$ cat src/rtl/sound_stream_ctrl_pkg.sv
// Shared types and constants for the sound sample playback controller.
package sound_pkg;

  typedef enum logic [1:0] {
    STOPPED  = 2'd0,
    RUNNING  = 2'd1,
    DRAINING = 2'd2
  } playState_t;

  localparam logic [7:0] SILENCE_DEFAULT = 8'h80;
  localparam int         COUNT_WIDTH     = 10;
  localparam logic [COUNT_WIDTH-1:0] BUF_CAPACITY = 10'd1023;
  localparam logic [COUNT_WIDTH-1:0] BUF_EMPTY    = 10'd0;

endpackage

$ cat src/rtl/sound_stream_ctrl_rate_divider.sv
// Sample-rate divider: counts 0..max(divisor,1) and ticks on the last count.
// The limit is re-sampled only at a wrap (or while disabled), so a divisor change never cuts a period short.
module rate_divider #(
  parameter int DIV_WIDTH = 16
) (
  input  logic                 clk,
  input  logic                 resetN,
  input  logic                 enable,
  input  logic [DIV_WIDTH-1:0] divisor,
  output logic                 tick
);

  localparam logic [DIV_WIDTH-1:0] DIV_ZERO = {DIV_WIDTH{1'b0}};
  localparam logic [DIV_WIDTH-1:0] DIV_ONE  = {{(DIV_WIDTH-1){1'b0}}, 1'b1};

  logic [DIV_WIDTH-1:0] count_r;
  logic [DIV_WIDTH-1:0] limit_r;
  logic [DIV_WIDTH-1:0] clamped_s;

  // Zero is clamped to one so the sample period never drops below two cycles
  always_comb begin
    if (divisor == DIV_ZERO) begin
      clamped_s = DIV_ONE;
    end else begin
      clamped_s = divisor;
    end
  end

  assign tick = enable && (count_r == limit_r);

  // Period counter and latched limit
  always_ff @(posedge clk or negedge resetN) begin
    if (!resetN) begin
      count_r <= DIV_ZERO;
      limit_r <= DIV_ONE;
    end else if (!enable) begin
      count_r <= DIV_ZERO;
      limit_r <= clamped_s;
    end else if (tick) begin
      count_r <= DIV_ZERO;
      limit_r <= clamped_s;
    end else begin
      count_r <= count_r + DIV_ONE;
      limit_r <= limit_r;
    end
  end

endmodule

$ cat src/rtl/sound_stream_ctrl.sv
// Playback controller between host writes, the sample FIFO and the DAC stage.
// Gates host writes, paces reads, substitutes silence on underrun, and keeps status/IRQ.
module sound_stream_ctrl
  import sound_pkg::*;
#(
  parameter int         DIV_WIDTH = 16,
  parameter logic [7:0] SILENCE   = SILENCE_DEFAULT
) (
  input  logic                 clk,
  input  logic                 resetN,
  input  logic                 start,
  input  logic                 stop,
  input  logic                 drain,
  input  logic [DIV_WIDTH-1:0] divisor,
  input  logic [9:0]           lowWater,
  input  logic                 irqEn,
  input  logic                 statusClear,
  input  logic                 hostWrite,
  input  logic [7:0]           hostData,
  output logic                 hostReady,
  output logic                 bufWriteEn,
  output logic [7:0]           bufDataIn,
  output logic                 bufReadReq,
  input  logic [7:0]           bufDataOut,
  input  logic [9:0]           bufWordCount,
  output logic [7:0]           sampleOut,
  output logic                 sampleStrobe,
  output logic [1:0]           state,
  output logic                 irq,
  output logic                 overrun,
  output logic                 underrun
);

  playState_t state_r;
  playState_t state_next_s;

  logic       tick_s;
  logic       full_s;
  logic       empty_s;
  logic       fetch_s;
  logic       starve_s;
  logic       issue_s;
  logic       ovr_set_s;

  logic       read_req_r;
  logic       s1_valid_r;
  logic       s1_silent_r;
  logic       s2_valid_r;
  logic       s2_silent_r;
  logic       strobe_r;
  logic [7:0] sample_r;
  logic       irq_r;
  logic       overrun_r;
  logic       underrun_r;

  rate_divider #(
    .DIV_WIDTH(DIV_WIDTH)
  ) u_rate_divider (
    .clk    (clk),
    .resetN (resetN),
    .enable (state_r != STOPPED),
    .divisor(divisor),
    .tick   (tick_s)
  );

  assign full_s     = (bufWordCount == BUF_CAPACITY);
  assign empty_s    = (bufWordCount == BUF_EMPTY);
  assign hostReady  = !full_s;
  assign bufWriteEn = hostWrite && !full_s;
  assign bufDataIn  = hostData;
  assign ovr_set_s  = hostWrite && full_s;

  // A tick that coincides with stop starts nothing new
  always_comb begin
    fetch_s  = 1'b0;
    starve_s = 1'b0;
    if (tick_s && !stop) begin
      fetch_s  = !empty_s;
      starve_s = empty_s && (state_r == RUNNING);
    end else begin
      fetch_s  = 1'b0;
      starve_s = 1'b0;
    end
    issue_s = fetch_s || starve_s;
  end

  // Next-state logic: stop overrides everything, drain and start only act in their own state
  always_comb begin
    state_next_s = state_r;
    if (stop) begin
      state_next_s = STOPPED;
    end else begin
      case (state_r)
        STOPPED:  if (start) state_next_s = RUNNING;  else state_next_s = STOPPED;
        RUNNING:  if (drain) state_next_s = DRAINING; else state_next_s = RUNNING;
        DRAINING: if (tick_s && empty_s) state_next_s = STOPPED; else state_next_s = DRAINING;
        default:  state_next_s = STOPPED;
      endcase
    end
  end

  // State register
  always_ff @(posedge clk or negedge resetN) begin
    if (!resetN) begin
      state_r <= STOPPED;
    end else begin
      state_r <= state_next_s;
    end
  end

  // Read pipeline: tick -> read request -> FIFO data valid -> sample load -> strobe
  always_ff @(posedge clk or negedge resetN) begin
    if (!resetN) begin
      read_req_r  <= 1'b0;
      s1_valid_r  <= 1'b0;
      s1_silent_r <= 1'b0;
      s2_valid_r  <= 1'b0;
      s2_silent_r <= 1'b0;
      strobe_r    <= 1'b0;
      sample_r    <= SILENCE;
    end else begin
      read_req_r <= fetch_s;
      if (stop) begin
        // An issued read still completes in the FIFO; only its delivery is cancelled
        s1_valid_r  <= 1'b0;
        s1_silent_r <= 1'b0;
        s2_valid_r  <= 1'b0;
        s2_silent_r <= 1'b0;
        strobe_r    <= 1'b0;
        sample_r    <= SILENCE;
      end else begin
        s1_valid_r  <= issue_s;
        s1_silent_r <= starve_s;
        s2_valid_r  <= s1_valid_r;
        s2_silent_r <= s1_silent_r;
        strobe_r    <= s2_valid_r;
        if (s2_valid_r) begin
          sample_r <= s2_silent_r ? SILENCE : bufDataOut;
        end else if (state_r == STOPPED) begin
          sample_r <= SILENCE;
        end else begin
          sample_r <= sample_r;
        end
      end
    end
  end

  // Sticky status flags; a same-cycle set wins over statusClear
  always_ff @(posedge clk or negedge resetN) begin
    if (!resetN) begin
      overrun_r  <= 1'b0;
      underrun_r <= 1'b0;
    end else begin
      if (ovr_set_s) begin
        overrun_r <= 1'b1;
      end else if (statusClear) begin
        overrun_r <= 1'b0;
      end else begin
        overrun_r <= overrun_r;
      end
      if (starve_s) begin
        underrun_r <= 1'b1;
      end else if (statusClear) begin
        underrun_r <= 1'b0;
      end else begin
        underrun_r <= underrun_r;
      end
    end
  end

  // Low-water interrupt; a zero threshold can never be undercut
  always_ff @(posedge clk or negedge resetN) begin
    if (!resetN) begin
      irq_r <= 1'b0;
    end else begin
      irq_r <= irqEn && (state_r != STOPPED) && (bufWordCount < lowWater);
    end
  end

  assign bufReadReq   = read_req_r;
  assign sampleOut    = sample_r;
  assign sampleStrobe = strobe_r;
  assign state        = state_r;
  assign irq          = irq_r;
  assign overrun      = overrun_r;
  assign underrun     = underrun_r;

endmodule

$ cat config.mk
export PLATFORM = sky130hd
export DESIGN_NAME = sound_stream_ctrl
export DESIGN_NICKNAME = d
export VERILOG_FILES = /design/src/rtl/sound_stream_ctrl_pkg.sv /design/src/rtl/sound_stream_ctrl_rate_divider.sv /design/src/rtl/sound_stream_ctrl.sv
export SDC_FILE = /design/constraint.sdc
export NUM_CORES = 1
export LEC_CHECK = 0
export CORE_MARGIN = 4
export CORE_UTILIZATION = 40
export CTS_CLUSTER_DIAMETER = 200
export CTS_CLUSTER_SIZE = 40
export DETAILED_ROUTE_END_ITERATION = 10
export PLACE_DENSITY = 0.71
export SLEW_MARGIN = 20
export SYNTH_ARGS = -nofsm -noshare
export SYNTH_HDL_FRONTEND = slang
export SYNTH_HIERARCHICAL = 1
export SYNTH_SLANG_ARGS = --single-unit
$ cat constraint.sdc
create_clock -name clk -period 2.1 [get_ports clk]
set_input_delay 0.315 -clock clk [delete_from_list [all_inputs] [get_ports clk]]
set_output_delay 0.315 -clock clk [all_outputs]
set_load 0.02 [all_outputs]
After elaboration in Yosys (flattened, before gate mapping)
Index checks and enable logic that the tools add are counted.

word-level totals
  flip-flop bits (word level) = 51
  input port bits = 60
  output and inout bits = 25

cells by class
  add/sub/neg operators = 1
  order comparisons = 1
  eq/ne operators = 5
  muxes and demuxes = 24
  reductions and logical operators = 19

operators with widths
  cell                                           number
  two-way mux 16 bit                             5
  two-way mux 8 bit                              4
  adder 16 x 1 -> 16 bit, second input constant  1
  == test 16 bit                                 1
  logical NOT 16 bit                             1
  two-way mux 1 bit                              11
  == test 10 bit, second input constant          1
  logical NOT 10 bit                             1
  < comparator 10 bit                            1
  logical AND 1 bit                              8
  two-way mux 2 bit                              3
  one-hot mux 2 bit (3 select lines)             1
  nonzero test 2 bit                             3
  logical NOT 1 bit                              3
  nonzero test 3 bit                             1
  == test 2 x 1 -> 1 bit, second input constant  1
  == test 2 bit, second input constant           1
  logical NOT 2 bit                              1
  inequality test 2 bit, second input constant   1
  logical OR 1 bit                               1

Logic depth before layout (Yosys ltp)
Gate-level depths: netlist of run 1.

  depth after elaboration = 6
  mapped depth = 8
  depth with buffers taken out = 7

Hierarchy
Netlist of run 1, hierarchy kept.

by module, submodules not included
  module             instances  cells an instance  area each (um^2)  sequential area each (um^2)
  rate_divider       1          138                1605.3            802.0
  sound_stream_ctrl  1          104                1056.0            476.7

Worst setup path before layout of run 1
OpenSTA, ideal clock, no wires.

  path type = flip-flop to flip-flop
  start = reg u_rate_divider.count_r[7]
  end = reg u_rate_divider.limit_r[10]
  arrival = 1749 ps
  setup slack = 224 ps
  stages on the path, launching flop included = 7
  path buffers = 2
  clock period less this slack = 1876 ps
  cell sequence = dfrtp_1 > buf_6 > xnor2_2 > nand4_1 > o41ai_4 > buf_6 > mux2_1

on the way
  longest elaborated chain between the ends = 3

ends and longest elaborated chain
  what                             RTL line                              source
  start: declaration               sound_stream_ctrl_rate_divider.sv:16  logic [DIV_WIDTH-1:0] count_r;
  start signal: assignment         sound_stream_ctrl_rate_divider.sv:43  count_r <= count_r + DIV_ONE;
  == test 16 bit                   sound_stream_ctrl_rate_divider.sv:29  assign tick = enable && (count_r == limit_r);
  logical AND 1 bit                sound_stream_ctrl_rate_divider.sv:29
  inequality test 2 bit (no line)  -
  end signal: assignment           sound_stream_ctrl_rate_divider.sv:38  limit_r <= clamped_s;
  end signal: assignment           sound_stream_ctrl_rate_divider.sv:41  limit_r <= clamped_s;
  end signal: assignment           sound_stream_ctrl_rate_divider.sv:44  limit_r <= limit_r;
  end: declaration                 sound_stream_ctrl_rate_divider.sv:17  logic [DIV_WIDTH-1:0] limit_r;

No other way between the ends.
A chain may end at the register's enable or synchronous reset.

Final worst setup path of run 1
  start = reg u_rate_divider.limit_r[0]
  end = reg u_rate_divider.limit_r[11]

on the way
  longest elaborated chain between the ends = 3

ends and longest elaborated chain
  what                             RTL line
  == test 16 bit                   sound_stream_ctrl_rate_divider.sv:29
  logical AND 1 bit                sound_stream_ctrl_rate_divider.sv:29
  inequality test 2 bit (no line)  -

No other way between the ends.

==> flow_summary.ini, run 1 <==
[logic_synthesis]
synthArstFlopShare = 1.00
synth-edff-count = 0
syn-cell-area_mm2 = 0.00266
synthCells = 242
yosysSeqAreaShare = 0.480
synth_nets = 312
synth_top_flop_cell = dfrtp_1
synth-seq-cells = 51
postSynthAreaPerCell_um2 = 11.0
synth_cell_type_count = 42
ys_warn_count = 6

[clock_tree]
cts.clk_slew.worst_paths_ns = 0.09
holdBufCountCts = 0
numCtsBuffers = 5
cts_max_path_buffers = 2
cts_tree = done
h-tree-depth = 2
clock-sinks = 51
clock_latency_ns = 0.30
cts-root-buf = clkbuf_8

[place]
io_buffers = 68
gp_congestion = 0.786
dp_hpwl_um = 4330

[global_routing]
grt_use_total = 0.149
grt_max_degree = 52
grt_pass1_vias = 2023
antenna_found_initial = 0
grt_first_pass_wirelength_um = 9280
grt_overflow_total = 0

[power]
vdd_ir_drop_max_mv = 0.385
swShare = 0.251
power_frac_comb = 0.175
power_density_mw_per_mm2 = 566
intPower_mw = 1.50
power_frac_clock = 0.293
finalPower_mw = 2.01
power.share.sequential = 0.532
p_leak_nw = 1.53
p_sw_mw = 0.504

[timing]
post-route-period-util = 0.954
max_slew_margin = 0.582
finalCriticalPeriod_ns = 2.00
setup_violations = 0
rsz0062_at_grt = false
slew_violations = 0
finalHoldViolCount = 0
fin_skew_ns = 0.00545
timing.fmax_ghz = 0.499
tightest_slew_ns = 0.627

[setup_path]
r2r_start = u_rate_divider/limit_r[0]
critPathKind = flop to flop
rr_endpoint = u_rate_divider/limit_r[11]
slowest_stage = dfstp_2
worst_ep_arrival_time_ns = 2.19
worst-path-buf-inv = 1
crit_path_max_incr_delay_ns = 0.54
crit_path_start_kind = flop
crit_required_ns = 2.29
reg2reg_depth = 5
crit_path_cell_trace = xnor2_1 > nand4_1 > o41ai_4 > buf_12 > mux2_1
cp_max_fo = 32
path_delay_family = flip-flops
crit_path_end_kind = flop
r2r_slack_ns = 0.1

[route]
dr_total_vias = 2025
antenna_left = 0
route.detailed.wl_per_inst_um = 13.9
drt_iter0_drc = 88
post_drt_via_cell_ratio = 5.11
drcViolationCount = 0
dr.pass1.iters = 4
routed_wl_um = 5520

[finish]
fill_cells = 582
final_layout_size_suffix_gt1_frac = 0.103
post-route-util = 0.553
nets = 388
layout_common_cells = clkdlybuf4s50_1, dfrtp_1, nor2_1
final_common_cell = clkdlybuf4s50_1
antenna-diode-count = 0
area_growth_syn_to_layout_pct = 33.3

[floorplan]
num_rows = 29
die_y_um = 89.6
io_pins = 85
start_util = 0.414
die_w_um = 89.6
core_area_mm2 = 0.00642
die-area_mm2 = 0.00802

[run_status]
status = completed

[run]
drv_cap = 0

[hold_path]
hold_class = primary input to async pin
==> kinds of logic after synthesis <==
logic type	synth area share
muxes	0.0715
xor gates and xnor gates	0.0917
adders and majority gates	0.0470
DFF	0.480
AOI/OAI and AO/OA	0.0795
buffers and inverters	0.0668
and+or+nand+nor	0.163
==> power groups by stage <==
stage	clock network [mW]	logic [mW]	registers, mW
3_3_place_gp	0	0.350	1.09
2_1_floorplan	0	0.189	1.08
3_5_place_dp	0	0.357	1.09
4_1_cts	0.610	0.358	1.07
5_1_grt	0.649	0.389	1.08
6_report	0.588	0.352	1.07
==> worst max-delay path by stage <==
| stage | from | endpoint | slack, ns | depth (start not counted) |
|---|---|---|---|---|
| finish | u_rate_divider/limit_r[0] | u_rate_divider/limit_r[11] | 0.1 | 5 |
| CTS | u_rate_divider/count_r[10] | u_rate_divider/limit_r[11] | 0.11 | 5 |
| global route | u_rate_divider/limit_r[0] | u_rate_divider/limit_r[9] | 0.03 | 5 |
| detailed placement | bufWordCount[7] | bufWriteEn | -0.05 | 6 |
| global placement | bufWordCount[7] | bufWriteEn | -0.02 | 6 |
| floorplan | u_rate_divider/count_r[7] | u_rate_divider/limit_r[10] | 0.22 | 6 |
==> per-layer routing <==
metal  global-route usage  vias up  share of wire
met5                    0        -              0
met4               0.0541        0          0.017
met3               0.0249        5          0.045
met2                0.236       58           0.48
met1                0.205      974           0.46
li1                     -      988              -
==> area by class of cell <==
| class | count | area (um^2) | share of cell area |
|---|---|---|---|
| Sequential cell | 51 | 1280 | 0.360 |
| Multi-Input combinational cell | 159 | 1200 | 0.340 |
| Timing Repair Buffer | 84 | 806 | 0.227 |
| Tap cell | 77 | 96.3 | 0.0272 |
| Clock buffer | 6 | 82.6 | 0.0233 |
| Inverter | 17 | 63.8 | 0.0180 |
| Clock inverter | 2 | 16.3 | 0.00458 |
==> flip-flops by register name (all words and copies together), names as in the netlist <==
| name | flops |
|---|---|
| irq | 1 |
| s1_valid_r | 1 |
| bufReadReq | 1 |
| sampleOut | 8 |
| s2_valid_r | 1 |
| s2_silent_r | 1 |
| state | 2 |
| s1_silent_r | 1 |
| u_rate_divider/limit_r | 16 |
| sampleStrobe | 1 |
| underrun | 1 |
| overrun | 1 |
| u_rate_divider/count_r | 16 |
==> synth_stat cells, types with 2 or more instances <==
library cell	number	area, um^2
dfrtp_1	49	1230
nor2_1	22	82.6
inv_1	17	63.8
xnor2_1	17	149
mux2_1	16	180
nand4_1	13	81.3
ha_1	10	125
buf_4	9	67.6
xor2_1	9	78.8
nand3_1	8	40.0
a22o_1	7	61.3
nand2_1	7	26.3
a21oi_1	5	25.0
nor2b_1	5	31.3
o21ai_0	5	25.0
and3_1	3	18.8
and4_1	3	26.3
buf_6	3	33.8
nor3_1	3	15.0
nor4_1	3	18.8
or3_1	3	18.8
and2_1	2	12.5
clkbuf_1	2	7.51
dfstp_2	2	52.6
nor4_2	2	25.0
==> through the flow <==
| step | setup WS [ns] | cell area [um^2] | TNS (ns) | instances | hold WS, ns |
|---|---|---|---|---|---|
| 2_1_floorplan | 0.224 | 2660 | 0 | 242 | 0.0194 |
| 3_3_place_gp | -0.0198 | 3450 | -0.0316 | 388 | 0.442 |
| 3_5_place_dp | -0.0490 | 3450 | -0.0854 | 388 | 0.449 |
| 4_1_cts | 0.113 | 3550 | 0 | 396 | 0.127 |
| 5_1_grt | 0.0290 | 3550 | 0 | 396 | 0.157 |
| 6_report | 0.0972 | 3550 | 0 | 396 | 0.107 |
==> what timing repair did <==
item	CTS	global route
endpoints found under the hold margin	0	0
gates resized for setup	2	0
endpoints found under the setup margin	2	13
pin swaps	0	1
buffers inserted	0	0
gates cloned	0	0
Power figures use the tool's default switching activity.
==> inputs of run 2 (changes only) <==
TNS_END_PERCENT = 20   (was not set)
==> results of run 2 <==
Same layout as run 1: the final DEF is identical, and so are final timing and power.
==> inputs of run 3 (changes only) <==
DONT_BUFFER_PORTS = 1   (was not set)
PLACE_DENSITY = not set   (was 0.71)
==> flow_summary.ini, run 3 (synthesized netlist as in run 1, its figures left out) <==
[run_status]
status = completed

[power]
power_density_mw_per_mm2 = 651
p_leak_nw = 1.34
vdd_ir_drop_max_mv = 0.377
finalPower_mw = 1.93

[clock_tree]
cts-root-buf = clkbuf_8
clock_latency_ns = 0.30
cts_max_path_buffers = 2
numCtsBuffers = 5
clock-sinks = 51
h-tree-depth = 2
cts.clk_slew.worst_paths_ns = 0.09
cts_tree = done

[timing]
fin_skew_ns = 0.00959
setup_ws_ns = 0.0689
tightest_slew_ns = 0.572
max_slew_margin = 0.618
slew_violations = 0
timing.fmax_ghz = 0.492
setup_violations = 0
finalCriticalPeriod_ns = 2.03
post-route-period-util = 0.967
rsz0062_at_grt = true
finalHoldViolCount = 0

[global_routing]
grt_max_degree = 52
use_met3 = 0.0461
busiest_layer = met2
grt_first_pass_wirelength_um = 8380
grt_use_total = 0.137
grt_pass1_vias = 1712
antenna_found_initial = 0
grt_use_met1 = 0.188
use_met2 = 0.200
grt_overflow_total = 0

[setup_path]
critPathKind = flop to flop
slowest_stage = dfstp_2
r2r_slack_ns = 0.07
crit_path_cell_trace = xnor2_2 > nand4_1 > o41ai_4 > buf_6 > clkbuf_16 > mux2_1
cp.depth = 6
crit_required_ns = 2.29
path_delay_family = flip-flops
worst_ep_arrival_time_ns = 2.22
reg2reg_depth = 6
worst-path-buf-inv = 2
cp_max_fo = 5
crit_path_end_kind = flop
crit_path_start_kind = flop
crit_path_max_incr_delay_ns = 0.56

[finish]
final_layout_size_suffix_gt1_frac = 0.173
antenna-diode-count = 0
area_growth_syn_to_layout_pct = 11.7
post-route-util = 0.463
layout_common_cells = dfrtp_1, nor2_1, inv_1
final_common_cell = dfrtp_1
fin_area_mm2 = 0.00297
nets = 317

[route]
drt_iter0_drc = 124
dr.pass1.iters = 7
dr_total_vias = 1764
post_drt_via_cell_ratio = 5.43
route.detailed.wl_per_inst_um = 17.1
routed_wl_um = 5570
antenna_left = 0
drcViolationCount = 0

[place]
dp_hpwl_um = 4150
placed_area_mm2 = 0.00269
gp_congestion = 0.833
post-place-ws_ns = 0.125
io_buffers = 0

[floorplan]
start_util = 0.414
die-area_mm2 = 0.00802
num_rows = 29
die_y_um = 89.6
io_pins = 85
die_w_um = 89.6
core_area_mm2 = 0.00642

[hold_path]
hold_depth = 1
hold_class = primary input to flop

[run]
drv_cap = 0
[run 3: changes by cell type in the layout (fill, tap and decap cells not counted), sizes merged]
| cell | before | now |
|---|---|---|
| buf | 17 | 10 |
| clkbuf | 6 | 8 |
| clkdlybuf4s50 | 65 | 0 |
| dlygate4sd2 | 2 | 0 |
| dlygate4sd3 | 0 | 1 |
[run 3: what timing repair did]
item / 4_1_cts / 5_1_grt
hold endpoints to repair: 51 / 0
gates resized for setup: 0 / 19
endpoints found under the setup margin: 0 / 10
hold buffers: 2 / 0
setup buffers: 0 / 4
[run 3: metal layers]
| layer | share of wire | vias to the layer above |
|---|---|---|
| li1 | - | 846 |
| met1 | 0.43 | 839 |
| met2 | 0.47 | 68 |
| met3 | 0.073 | 11 |
| met4 | 0.019 | 0 |
| met5 | 0 | - |
[run 3: path summary, 6_finish.rpt]
check	start	endpoint
setup / recovery	u_rate_divider/limit_r[0]	u_rate_divider/limit_r[7]
hold / removal	stop	s2_silent_r
setup reg to reg	u_rate_divider/limit_r[0]	u_rate_divider/limit_r[7]
hold reg to reg	s1_valid_r	s2_valid_r
max in group asynchronous	resetN	u_rate_divider/limit_r[0]
min in group asynchronous	resetN	sampleOut[2]
[run 3: final cells by class]
cell class                 count  area [um^2]
tap                           77         96.3
timing repair buffer          13          179
fill                         582         3450
multi-input combinational    159         1270
inverter                      17         63.8
clock buffer                   6         72.6
clock inverter                 2         12.5
sequential                    51         1280
[run 3: through the flow]
stage | instances | hold WS [ns] | TNS (ns)
2_1_floorplan | 242 | 0.0194 | 0
3_3_place_gp | 309 | 0.0205 | 0
3_5_place_dp | 309 | 0.0209 | 0
4_1_cts | 319 | 0.0541 | 0
5_1_grt | 325 | 0.0549 | -0.254
6_report | 325 | 0.0697 | 0
[run 3: worst reg2reg max path, cell delays in order, from the launching register on]
cell       delay, ns
dfstp_2         0.56
xnor2_2         0.11
nand4_1         0.19
o41ai_4         0.41
buf_6           0.19
clkbuf_16       0.15
mux2_1          0.31
[run 3: where the power goes]
group / internal (mW) / total, mW / switching (mW)
Combinational: 0.179 / 0.313 / 0.135
Sequential: 1.03 / 1.07 / 0.0440
Clock: 0.233 / 0.546 / 0.313
